==> src/rtl/dpc_pkg.sv <==
// Shared constants and parameter checks for the DPC pipeline.
// Imported by every dpc_* module.
package dpc_pkg;

  localparam int RAW_CIIW_DEF  = 10;
  localparam int DPC_HCORR_LAT = 2;

  function automatic bit px_rate_ok(input int n);
    return (n == 2) || (n == 4);
  endfunction

endpackage

==> src/rtl/dpc_px_judge.sv <==
// Per-pixel hot/cold test against two same-colour neighbours.
// Purely combinational; replacement is the rounded neighbour mean.
module dpc_px_judge
  import dpc_pkg::*;
#(
  parameter int W = RAW_CIIW_DEF
) (
  input  logic [W-1:0] i_p,
  input  logic [W-1:0] i_l,
  input  logic [W-1:0] i_r,
  input  logic [W-1:0] i_thr,
  input  logic         i_en,
  output logic [W-1:0] o_px,
  output logic         o_corr
);

  logic [W:0] w_mx;
  logic [W:0] w_mn;
  logic [W:0] w_hi;
  logic [W:0] w_lo;
  logic [W:0] w_sum;
  logic       w_hot;
  logic       w_cold;

  // One extra bit so thresholds never wrap.
  always_comb begin
    w_mx   = (i_l > i_r) ? {1'b0, i_l} : {1'b0, i_r};
    w_mn   = (i_l > i_r) ? {1'b0, i_r} : {1'b0, i_l};
    w_hi   = w_mx + {1'b0, i_thr};
    w_lo   = {1'b0, i_p} + {1'b0, i_thr};
    w_hot  = {1'b0, i_p} > w_hi;
    w_cold = w_lo < w_mn;
    w_sum  = {1'b0, i_l} + {1'b0, i_r} + {{W{1'b0}}, 1'b1};
    o_corr = i_en & (w_hot | w_cold);
    o_px   = o_corr ? w_sum[W:1] : i_p;
  end

endmodule

==> src/rtl/dpc_hor_corr.sv <==
// Horizontal single-line defect pixel corrector, multi-pixel beats.
// Fixed 2-cycle latency; per-frame correction count latched at i_fstr.
module dpc_hor_corr
  import dpc_pkg::*;
#(
  parameter int RAW_CIIW = RAW_CIIW_DEF,
  parameter int PX_RATE  = 2,
  parameter int PX_WD    = RAW_CIIW * PX_RATE,
  parameter int CNT_WTH  = 16
) (
  input  logic                clk,
  input  logic                rst_n,
  input  logic [PX_WD-1:0]    i_raw_data,
  input  logic                i_data_vld,
  input  logic                i_hstr,
  input  logic                i_hend,
  input  logic                i_fstr,
  input  logic                r_dpc_en,
  input  logic [RAW_CIIW-1:0] r_thr,
  output logic [PX_WD-1:0]    o_data,
  output logic                o_dvld,
  output logic                o_hstr,
  output logic                o_hend,
  output logic [CNT_WTH-1:0]  o_frm_corr_cnt
);

  localparam int W = RAW_CIIW;

  if (!px_rate_ok(PX_RATE)) begin : g_bad_rate
    $error("dpc_hor_corr: PX_RATE must be 2 or 4");
  end

  logic               r_inl;
  logic [2*W-1:0]     r_prev;
  logic [PX_WD-1:0]   r_cur;
  logic               r_cur_vld;
  logic               r_cur_hstr;
  logic               r_cur_hend;
  logic [CNT_WTH-1:0] r_run;

  logic               w_acc;
  logic [PX_WD-1:0]   w_out;
  logic [PX_RATE-1:0] w_corr;
  logic [2:0]         w_ncnt;
  logic [CNT_WTH:0]   w_run_nx;
  logic [CNT_WTH-1:0] w_sum;

  // Beats outside a line that began with hstr are dropped.
  assign w_acc = i_data_vld & (i_hstr | r_inl);

  always_ff @(posedge clk or negedge rst_n) begin
    if (!rst_n) begin
      r_inl      <= 1'b0;
      r_prev     <= '0;
      r_cur      <= '0;
      r_cur_vld  <= 1'b0;
      r_cur_hstr <= 1'b0;
      r_cur_hend <= 1'b0;
    end else begin
      r_cur_vld <= w_acc;
      if (w_acc) begin
        r_inl      <= ~i_hend;
        r_prev     <= r_cur[PX_WD-1 -: 2*W];
        r_cur      <= i_raw_data;
        r_cur_hstr <= i_hstr;
        r_cur_hend <= i_hend;
      end
    end
  end

  for (genvar j = 0; j < PX_RATE; j++) begin : g_lane
    localparam bit LEFT_EDGE  = (j < 2);
    localparam bit RIGHT_EDGE = (j >= PX_RATE - 2);

    logic [W-1:0] w_p;
    logic [W-1:0] w_lraw;
    logic [W-1:0] w_rraw;
    logic [W-1:0] w_l;
    logic [W-1:0] w_r;
    logic         w_lmiss;
    logic         w_rmiss;

    assign w_p = r_cur[j*W +: W];

    if (j >= 2) begin : g_lc
      assign w_lraw = r_cur[(j-2)*W +: W];
    end else begin : g_lp
      assign w_lraw = r_prev[j*W +: W];
    end

    if (j + 2 < PX_RATE) begin : g_rc
      assign w_rraw = r_cur[(j+2)*W +: W];
    end else begin : g_rn
      assign w_rraw = i_raw_data[(j+2-PX_RATE)*W +: W];
    end

    // Mirror the surviving neighbour at line edges.
    assign w_lmiss = r_cur_hstr & LEFT_EDGE;
    assign w_rmiss = r_cur_hend & RIGHT_EDGE;
    assign w_l     = w_lmiss ? w_rraw : w_lraw;
    assign w_r     = w_rmiss ? w_lraw : w_rraw;

    dpc_px_judge #(
      .W (W)
    ) u_judge (
      .i_p    (w_p),
      .i_l    (w_l),
      .i_r    (w_r),
      .i_thr  (r_thr),
      .i_en   (r_dpc_en),
      .o_px   (w_out[j*W +: W]),
      .o_corr (w_corr[j])
    );
  end

  always_comb begin
    w_ncnt = '0;
    for (int i = 0; i < PX_RATE; i++) begin
      w_ncnt = w_ncnt + {2'b00, w_corr[i] & r_cur_vld};
    end
    w_run_nx = {1'b0, r_run} + {{(CNT_WTH-2){1'b0}}, w_ncnt};
    w_sum    = w_run_nx[CNT_WTH] ? '1 : w_run_nx[CNT_WTH-1:0];
  end

  always_ff @(posedge clk or negedge rst_n) begin
    if (!rst_n) begin
      r_run          <= '0;
      o_frm_corr_cnt <= '0;
    end else if (i_fstr) begin
      r_run          <= '0;
      o_frm_corr_cnt <= w_sum;
    end else begin
      r_run <= w_sum;
    end
  end

  always_ff @(posedge clk or negedge rst_n) begin
    if (!rst_n) begin
      o_data <= '0;
      o_dvld <= 1'b0;
      o_hstr <= 1'b0;
      o_hend <= 1'b0;
    end else begin
      o_dvld <= r_cur_vld;
      o_hstr <= r_cur_vld & r_cur_hstr;
      o_hend <= r_cur_vld & r_cur_hend;
      if (r_cur_vld) begin
        o_data <= w_out;
      end
    end
  end

endmodule
==> config.mk <==
export PLATFORM = sky130hd
export DESIGN_NAME = dpc_hor_corr
export DESIGN_NICKNAME = d
export VERILOG_FILES = /design/src/rtl/dpc_pkg.sv /design/src/rtl/dpc_px_judge.sv /design/src/rtl/dpc_hor_corr.sv
export SDC_FILE = /design/constraint.sdc
export NUM_CORES = 1
export LEC_CHECK = 0
export CORE_MARGIN = 4
export CORE_UTILIZATION = 50
export DETAILED_ROUTE_END_ITERATION = 8
export PLACE_DENSITY = 0.71
export SLEW_MARGIN = 20
export SYNTH_ARGS = -nofsm -noshare
export SYNTH_HDL_FRONTEND = slang
export SYNTH_SLANG_ARGS = --single-unit
==> constraint.sdc <==
create_clock -name clk -period 13.5 [get_ports clk]
set_input_delay 4.05 -clock clk [delete_from_list [all_inputs] [get_ports clk]]
set_output_delay 4.05 -clock clk [all_outputs]
set_load 0.005 [all_outputs]
# Word level (Yosys, flattened, before mapping)
# Cells that the tools add are included.
[totals] register_bits=99 inputBits=37 output_inout_bits=39 word_cells=51
[classes] n_addsub=10 n_lt_le_gt_ge=6 n_mux=12 n_bitwise=11
[ops] operator="10-bit two-way mux" n=10
[ops] operator="10-bit by 10-bit adder with 11-bit output" n=4
[ops] operator="16-bit two-way mux" n=2
[ops] operator="11-bit by 1-bit adder with 11-bit output, second input constant" n=2
[ops] operator="11-bit by 10-bit adder with 11-bit output" n=2
[ops] operator="10-bit by 11-bit > comparator with 1-bit output" n=2
[ops] operator="11-bit < comparator" n=2
[ops] operator="10-bit > comparator" n=2
[ops] operator="16-bit by 2-bit adder with 17-bit output" n=1
[ops] operator="1-bit AND" n=7
[ops] operator="1-bit bitwise OR" n=3
[ops] operator="1-bit by 1-bit adder with 2-bit output" n=1
[ops] operator="1-bit inverter" n=1

# Longest topological paths before layout
[depth] ltp_word=12 mapped_depth=37

# Hierarchy
# From an unflattened synthesis, not the netlist that was laid out.
[unflattened] cells_unflattened=987 hier_area_um2=8842.2
[modules_own_cells] mod="dpc_hor_corr" n_inst=1 cells_per_inst=416 area_each_um2=4367.9
[modules_own_cells] mod="dpc_px_judge (g_lane[0].u_judge)" n_inst=1 cells_per_inst=285 area_each_um2=2254.7
[modules_own_cells] mod="dpc_px_judge (g_lane[1].u_judge)" n_inst=1 cells_per_inst=286 area_each_um2=2219.6

# Worst setup path before layout
# No wires, ideal clock.
[synth_path] path_kind="in2reg" from="in i_raw_data[3]" to="reg o_frm_corr_cnt[10]" arrival_time_ps=10422 t_required_ps=13423 path_slack_ps=3000 stages=34 n_path_buf=4 cell_sequence="mux2_2 > ha_1 > a21o_1 > a21o_1 > a221oi_2 > nor2_1 > o21ai_0 > buf_2 > clkbuf_1 > nor2_1 > a21oi_1 > ha_1 > a21o_1 > a21o_1 > a21oi_1 > o21ai_0 > a21o_1 > a21oi_1 > xor2_1 > ha_1 > and4_1 > nand2_1 > o31ai_1 > a311oi_1 > a31oi_2 > buf_4 > nor2_1 > fa_1 > ha_1 > nand3_1 > nor3_1 > buf_2 > nor2_1 > a21oi_1"
[synth_via] elab_chain_cells=11 elab_cells_between_ends=14 cone_classes="add/sub: 3; order compare: 3; mux: 5; bitwise: 3"
[synth_lines] item="from (decl)" line_no="dpc_hor_corr.sv:13" text="input logic [PX_WD-1:0] i_raw_data,"
[synth_lines] item="10-bit two-way mux, on equally long branches" line_no="dpc_hor_corr.sv:100, dpc_hor_corr.sv:101"
[synth_lines] item="10-bit > comparator" line_no="dpc_px_judge.sv:27, dpc_px_judge.sv:28"
[synth_lines] item="10-bit two-way mux" line_no="dpc_px_judge.sv:27" text="w_mx = (i_l > i_r) ? {1'b0, i_l} : {1'b0, i_r};"
[synth_lines] item="11-bit by 10-bit adder with 11-bit output" line_no="dpc_px_judge.sv:29" text="w_hi = w_mx + {1'b0, i_thr};"
[synth_lines] item="10-bit by 11-bit > comparator with 1-bit output" line_no="dpc_px_judge.sv:31" text="w_hot = {1'b0, i_p} > w_hi;"
[synth_lines] item="1-bit bitwise OR (*)" line_no="dpc_px_judge.sv:34" text="o_corr = i_en & (w_hot | w_cold);"
[synth_lines] item="1-bit AND (*)" line_no="dpc_px_judge.sv:34"
[synth_lines] item="1-bit AND (*)" line_no="dpc_hor_corr.sv:119" text="w_ncnt = w_ncnt + {2'b00, w_corr[i] & r_cur_vld};"
[synth_lines] item="1-bit by 1-bit adder with 2-bit output (*)" line_no="dpc_hor_corr.sv:119"
[synth_lines] item="16-bit by 2-bit adder with 17-bit output (*)" line_no="dpc_hor_corr.sv:121" text="w_run_nx = {1'b0, r_run} + {{(CNT_WTH-2){1'b0}}, w_ncnt};"
[synth_lines] item="16-bit two-way mux (*)" line_no="dpc_hor_corr.sv:122" text="w_sum = w_run_nx[CNT_WTH] ? '1 : w_run_nx[CNT_WTH-1:0];"
[synth_lines] item="to (signal assigned)" line_no="dpc_hor_corr.sv:131" text="o_frm_corr_cnt <= w_sum;"
[synth_lines] item="to (decl)" line_no="dpc_hor_corr.sv:24" text="output logic [CNT_WTH-1:0] o_frm_corr_cnt"
# Every way passes the cells marked *; elsewhere a longest branch is shown, timed or not.
# A chain may end at the register's enable or synchronous reset.

# Final worst setup path
[layout_path] from="in i_raw_data[3]" to="reg o_frm_corr_cnt[9]"
# The elaborated chain is that of the path after synthesis.

==> flow_metrics.py <==
metrics = {
    "power": {
        "power.static_leakage_nw": 4.70,
        "net_switching_component_of_the_power_uw": 745,
        "powerDensity_nw_per_um2": 179,
        "combPwrFrac_pct": 60.0,
        "internal_power_mw": 1.00,
        "vdd_ir_drop_max_uv": 81.4,
        "p_seq_share_pct": 23.3,
        "netSwitchingFraction_pct": 42.7,
        "clockPowerShare_pct": 16.8,
        "p_total_mw": 1.75,
    },
    "critical_path": {
        "rr_endpoint": "o_frm_corr_cnt[9]",
        "crit_path_top_delay_cell": "o21ai_2",
        "worstRegToRegCells": 35,
        "cpLargestDelayFamily": "compound AO/OA/AOI/OAI gates",
        "timing.critical_path.from_type": "primary input",
        "worstPathArrival_ns": 11.61,
        "critical_path_buf_inv_count": 3,
        "cell_type_with_the_highest_occurrence_count_on_the_critical_path": "a21o_1",
        "path_class": "primary input to register",
        "rr_startpoint": "g_lane[0].w_lmiss",
        "worst_path_largest_cell_delay_ns": 0.46,
        "critPathRequiredTime_ns": 13.78,
        "rrSetupSlack_ns": 5.48,
        "critical_path.endpoint_type": "register",
        "crit_path_max_fanout": 13,
    },
    "global_routing": {
        "grt_first_pass_wirelength_microns": 35200,
        "globalRoute.totalOverflow": 0,
        "grt_antenna_before_repair": 0,
        "vias_in_the_first_global_route": 6659,
        "pin_count_of_the_biggest_net_entering_global_routing": 56,
        "grt_util_all_layers_pct": 22.5,
    },
    "placement": {
        "dp.final_hpwl_microns": 16400,
        "detailed_place.area_sq_um": 9440,
        "numPortBuffers": 75,
        "finalWeightedCongestion": 0.929,
    },
    "yosys": {
        "synth_top_flop_cell": "dfrtp_1",
        "flops_latches_synth": 99,
        "sequential_area_share_after_synthesis_pct": 29.3,
        "synth_top_cells_by_area": "dfrtp_1 (29%), ha_1 (18%), nand2_1 (6.6%)",
        "netlist.area_leader.share_pct": 29.3,
        "synth_largest_area_cell": "dfrtp_1",
        "synth_warnings": 0,
        "syn-instance-count": 967,
        "asyncSetResetFlopFracSynth_pct": 100,
        "edff_count_synth": 0,
        "mean_instance_size_in_the_synthesized_netlist_sq_um": 8.75,
        "ys_types": 61,
        "synth.net_count": 1131,
        "mappedNetlistArea_sq_um": 8460,
    },
    "drt": {
        "ant_nets": 0,
        "drt-vias-per-instance": 5.62,
        "number_of_drc_violations_after_detailed_routing": 0,
        "wl_per_cell_microns": 17.1,
        "detailroute.wirelength.met3_microns": 1120,
        "highest-signal-layer": "met4",
        "postRouteWirelength_microns": 21500,
        "drt_first_pass_iters": 5,
        "met1_length_microns": 10700,
        "drt-initial-drc-count": 412,
        "met2WireLength_microns": 9160,
        "detailroute.via_count": 7067,
    },
    "cts": {
        "total_of_cells_resized_after_clock_tree_synthesis": 0,
        "cts_num_sinks": 99,
        "cts_root_buffer": "clkbuf_16",
        "cts_inserted_buffers": 9,
        "clkSlewWorstSetupHoldPaths_ns": 0.07,
        "cts.hold.buffers_added": 0,
        "tritoncts_clock_tree": "done",
        "cts_max_path_buffers": 2,
        "clock_network_latency_to_the_later_pin_of_the_worst_skew_pair_ns": 0.37,
        "cts_setup_buffers": 0,
        "cts_max_level": 3,
    },
    "status": {
        "outcome": "complete, no violations",
    },
    "floorplan": {
        "initial_utilization_pct": 51.0,
        "floorplan.io_pins": 76,
        "die_width_microns": 138,
        "core_sq_um": 16600,
        "die_height_microns": 138,
        "rows": 47,
        "design.die.area_sq_um": 19100,
    },
    "hold_path": {
        "holdCritPathClass": "register to register",
        "worst_hold_path.endpoint": "g_lane[0].w_lmiss",
        "hold_start": "g_lane[0].w_lmiss",
        "hold-path-cell-count": 2,
    },
    "sta": {
        "timing.hold.ws_ns": 0.483,
        "clock-skew-final_ns": 0.0125,
        "slew_headroom_pct": 45.5,
        "worst-slew-pin-transition_ns": 0.815,
        "maxClockFrequency_mhz": 88.3,
        "fin_tns_setup_ns": 0,
        "final.period_utilization_pct": 83.9,
        "setup_repair_after_global_routing_missed_its_margin": "no",
        "finalHoldViolCount": 0,
        "timing.final.max_slew_violations": 0,
        "min_period_ns": 11.32,
        "final-setup-viol-count": 0,
    },
    "finish": {
        "share_of_cells_above_drive_strength_1_pct": 7.62,
        "area.growth.synth_to_final_pct": 15.4,
        "fin_nets": 1196,
        "design_area_sq_um": 9760,
        "antenna-diode-count": 0,
    },
    "run": {
        "max_cap_violation_count": 0,
    },
}
[power by group through the flow]
stage / logic [mW] / registers (mW) / clock network [mW]
after detailed placement: 1.04 / 0.410 / 0
after global routing: 1.18 / 0.414 / 0.309
after global placement: 1.02 / 0.411 / 0
after floorplan: 0.766 / 0.397 / 0
final: 1.05 / 0.406 / 0.293
after CTS: 1.04 / 0.406 / 0.296
[cell usage after synthesis, types with 5 or more instances]
cell type,count
mux2i_1,40
nand2b_1,9
nor3_1,12
o311ai_0,5
o31ai_1,7
a21o_1,23
o211ai_1,7
xor2_1,20
nand2_1,148
mux2_2,36
nand3_1,20
clkbuf_1,21
a21oi_1,80
o21a_1,8
o21ai_0,45
a31oi_1,5
dfrtp_1,99
inv_1,57
buf_2,5
nor2_1,78
xnor2_1,37
fa_1,7
ha_1,120
nand4_1,10
[per-layer routing]
layer / global-route usage (%) / vias to the layer above
met4: 7.70 / 0
met5: 0 / -
met3: 3.11 / 26
met1: 33.6 / 3333
met2: 33.7 / 188
li1: - / 3520
[stage by stage]
step | std cells | setup slack [ns] | utilization (%)
2_1_floorplan | 967 | 3.00 | -
3_3_place_gp | 1241 | 2.02 | 56.9
3_5_place_dp | 1241 | 1.89 | 56.9
4_1_cts | 1257 | 2.20 | 58.9
5_1_grt | 1257 | 1.55 | 58.9
6_report | 1257 | 2.18 | 58.9
[worst min-delay path, stage by stage (launching register included)]
cell and delay, ns:
dfrtp_1 0.35, nand2_1 0.05, nand2_1 0.05
[kinds of logic after synthesis]
| group | count (synthesis) | share of synthesized area, % |
|---|---|---|
| compound gates | 217 | 16.5 |
| xor+xnor | 57 | 5.90 |
| fa+ha+maj | 127 | 19.4 |
| buf+inv | 91 | 4.24 |
| flops | 99 | 29.3 |
| mux | 76 | 9.52 |
| simple gates | 300 | 15.2 |
[sequential cells by signal, summed over array words and instances, names as in the netlist, 16 cells and up]
register and flops:
o_data 20, r_cur 20, r_prev 20, o_frm_corr_cnt 16, r_run 16
[area by class of cell]
type                            instances  area (sq um)
Fill cell                            1506          6820
Clock inverter                          6          97.6
Clock buffer                           10           229
Multi-Input combinational cell        777          5630
Sequential cell                        99          2480
Tap cell                              220           275
Timing Repair Buffer                   86           831
Inverter                               59           221
[layout by cell type (no fill, tap or decap), types with 7 or more instances in the layout]
cell and n:
inv_1 57, nor2_1 78, xnor2_1 37, nand4_1 10, nand3_1 20, a21o_1 23
o211ai_1 7, dfrtp_1 99, clkdlybuf4s50_1 74, ha_1 120, clkbuf_16 9, o21a_1 8
nand2b_1 9, xor2_1 20, fa_1 7, nor3_1 12, mux2_2 36, a21oi_1 80
o21ai_0 44, buf_4 12, nand2_1 148, mux2i_1 40, o31ai_1 7
[how the worst max path moves through the flow]
stage                       start            endpoint  slack [ns]  cells after the start
floorplan           i_raw_data[3]  o_frm_corr_cnt[10]        3.00                     34
global placement    i_raw_data[3]   o_frm_corr_cnt[8]        2.02                     35
detailed placement  i_raw_data[3]   o_frm_corr_cnt[9]        1.89                     34
CTS                 i_raw_data[3]   o_frm_corr_cnt[9]        2.20                     34
global route        i_raw_data[3]   o_frm_corr_cnt[8]        1.55                     35
finish              i_raw_data[3]   o_frm_corr_cnt[9]        2.18                     35
No activity file was read; power rests on OpenSTA's default activity.
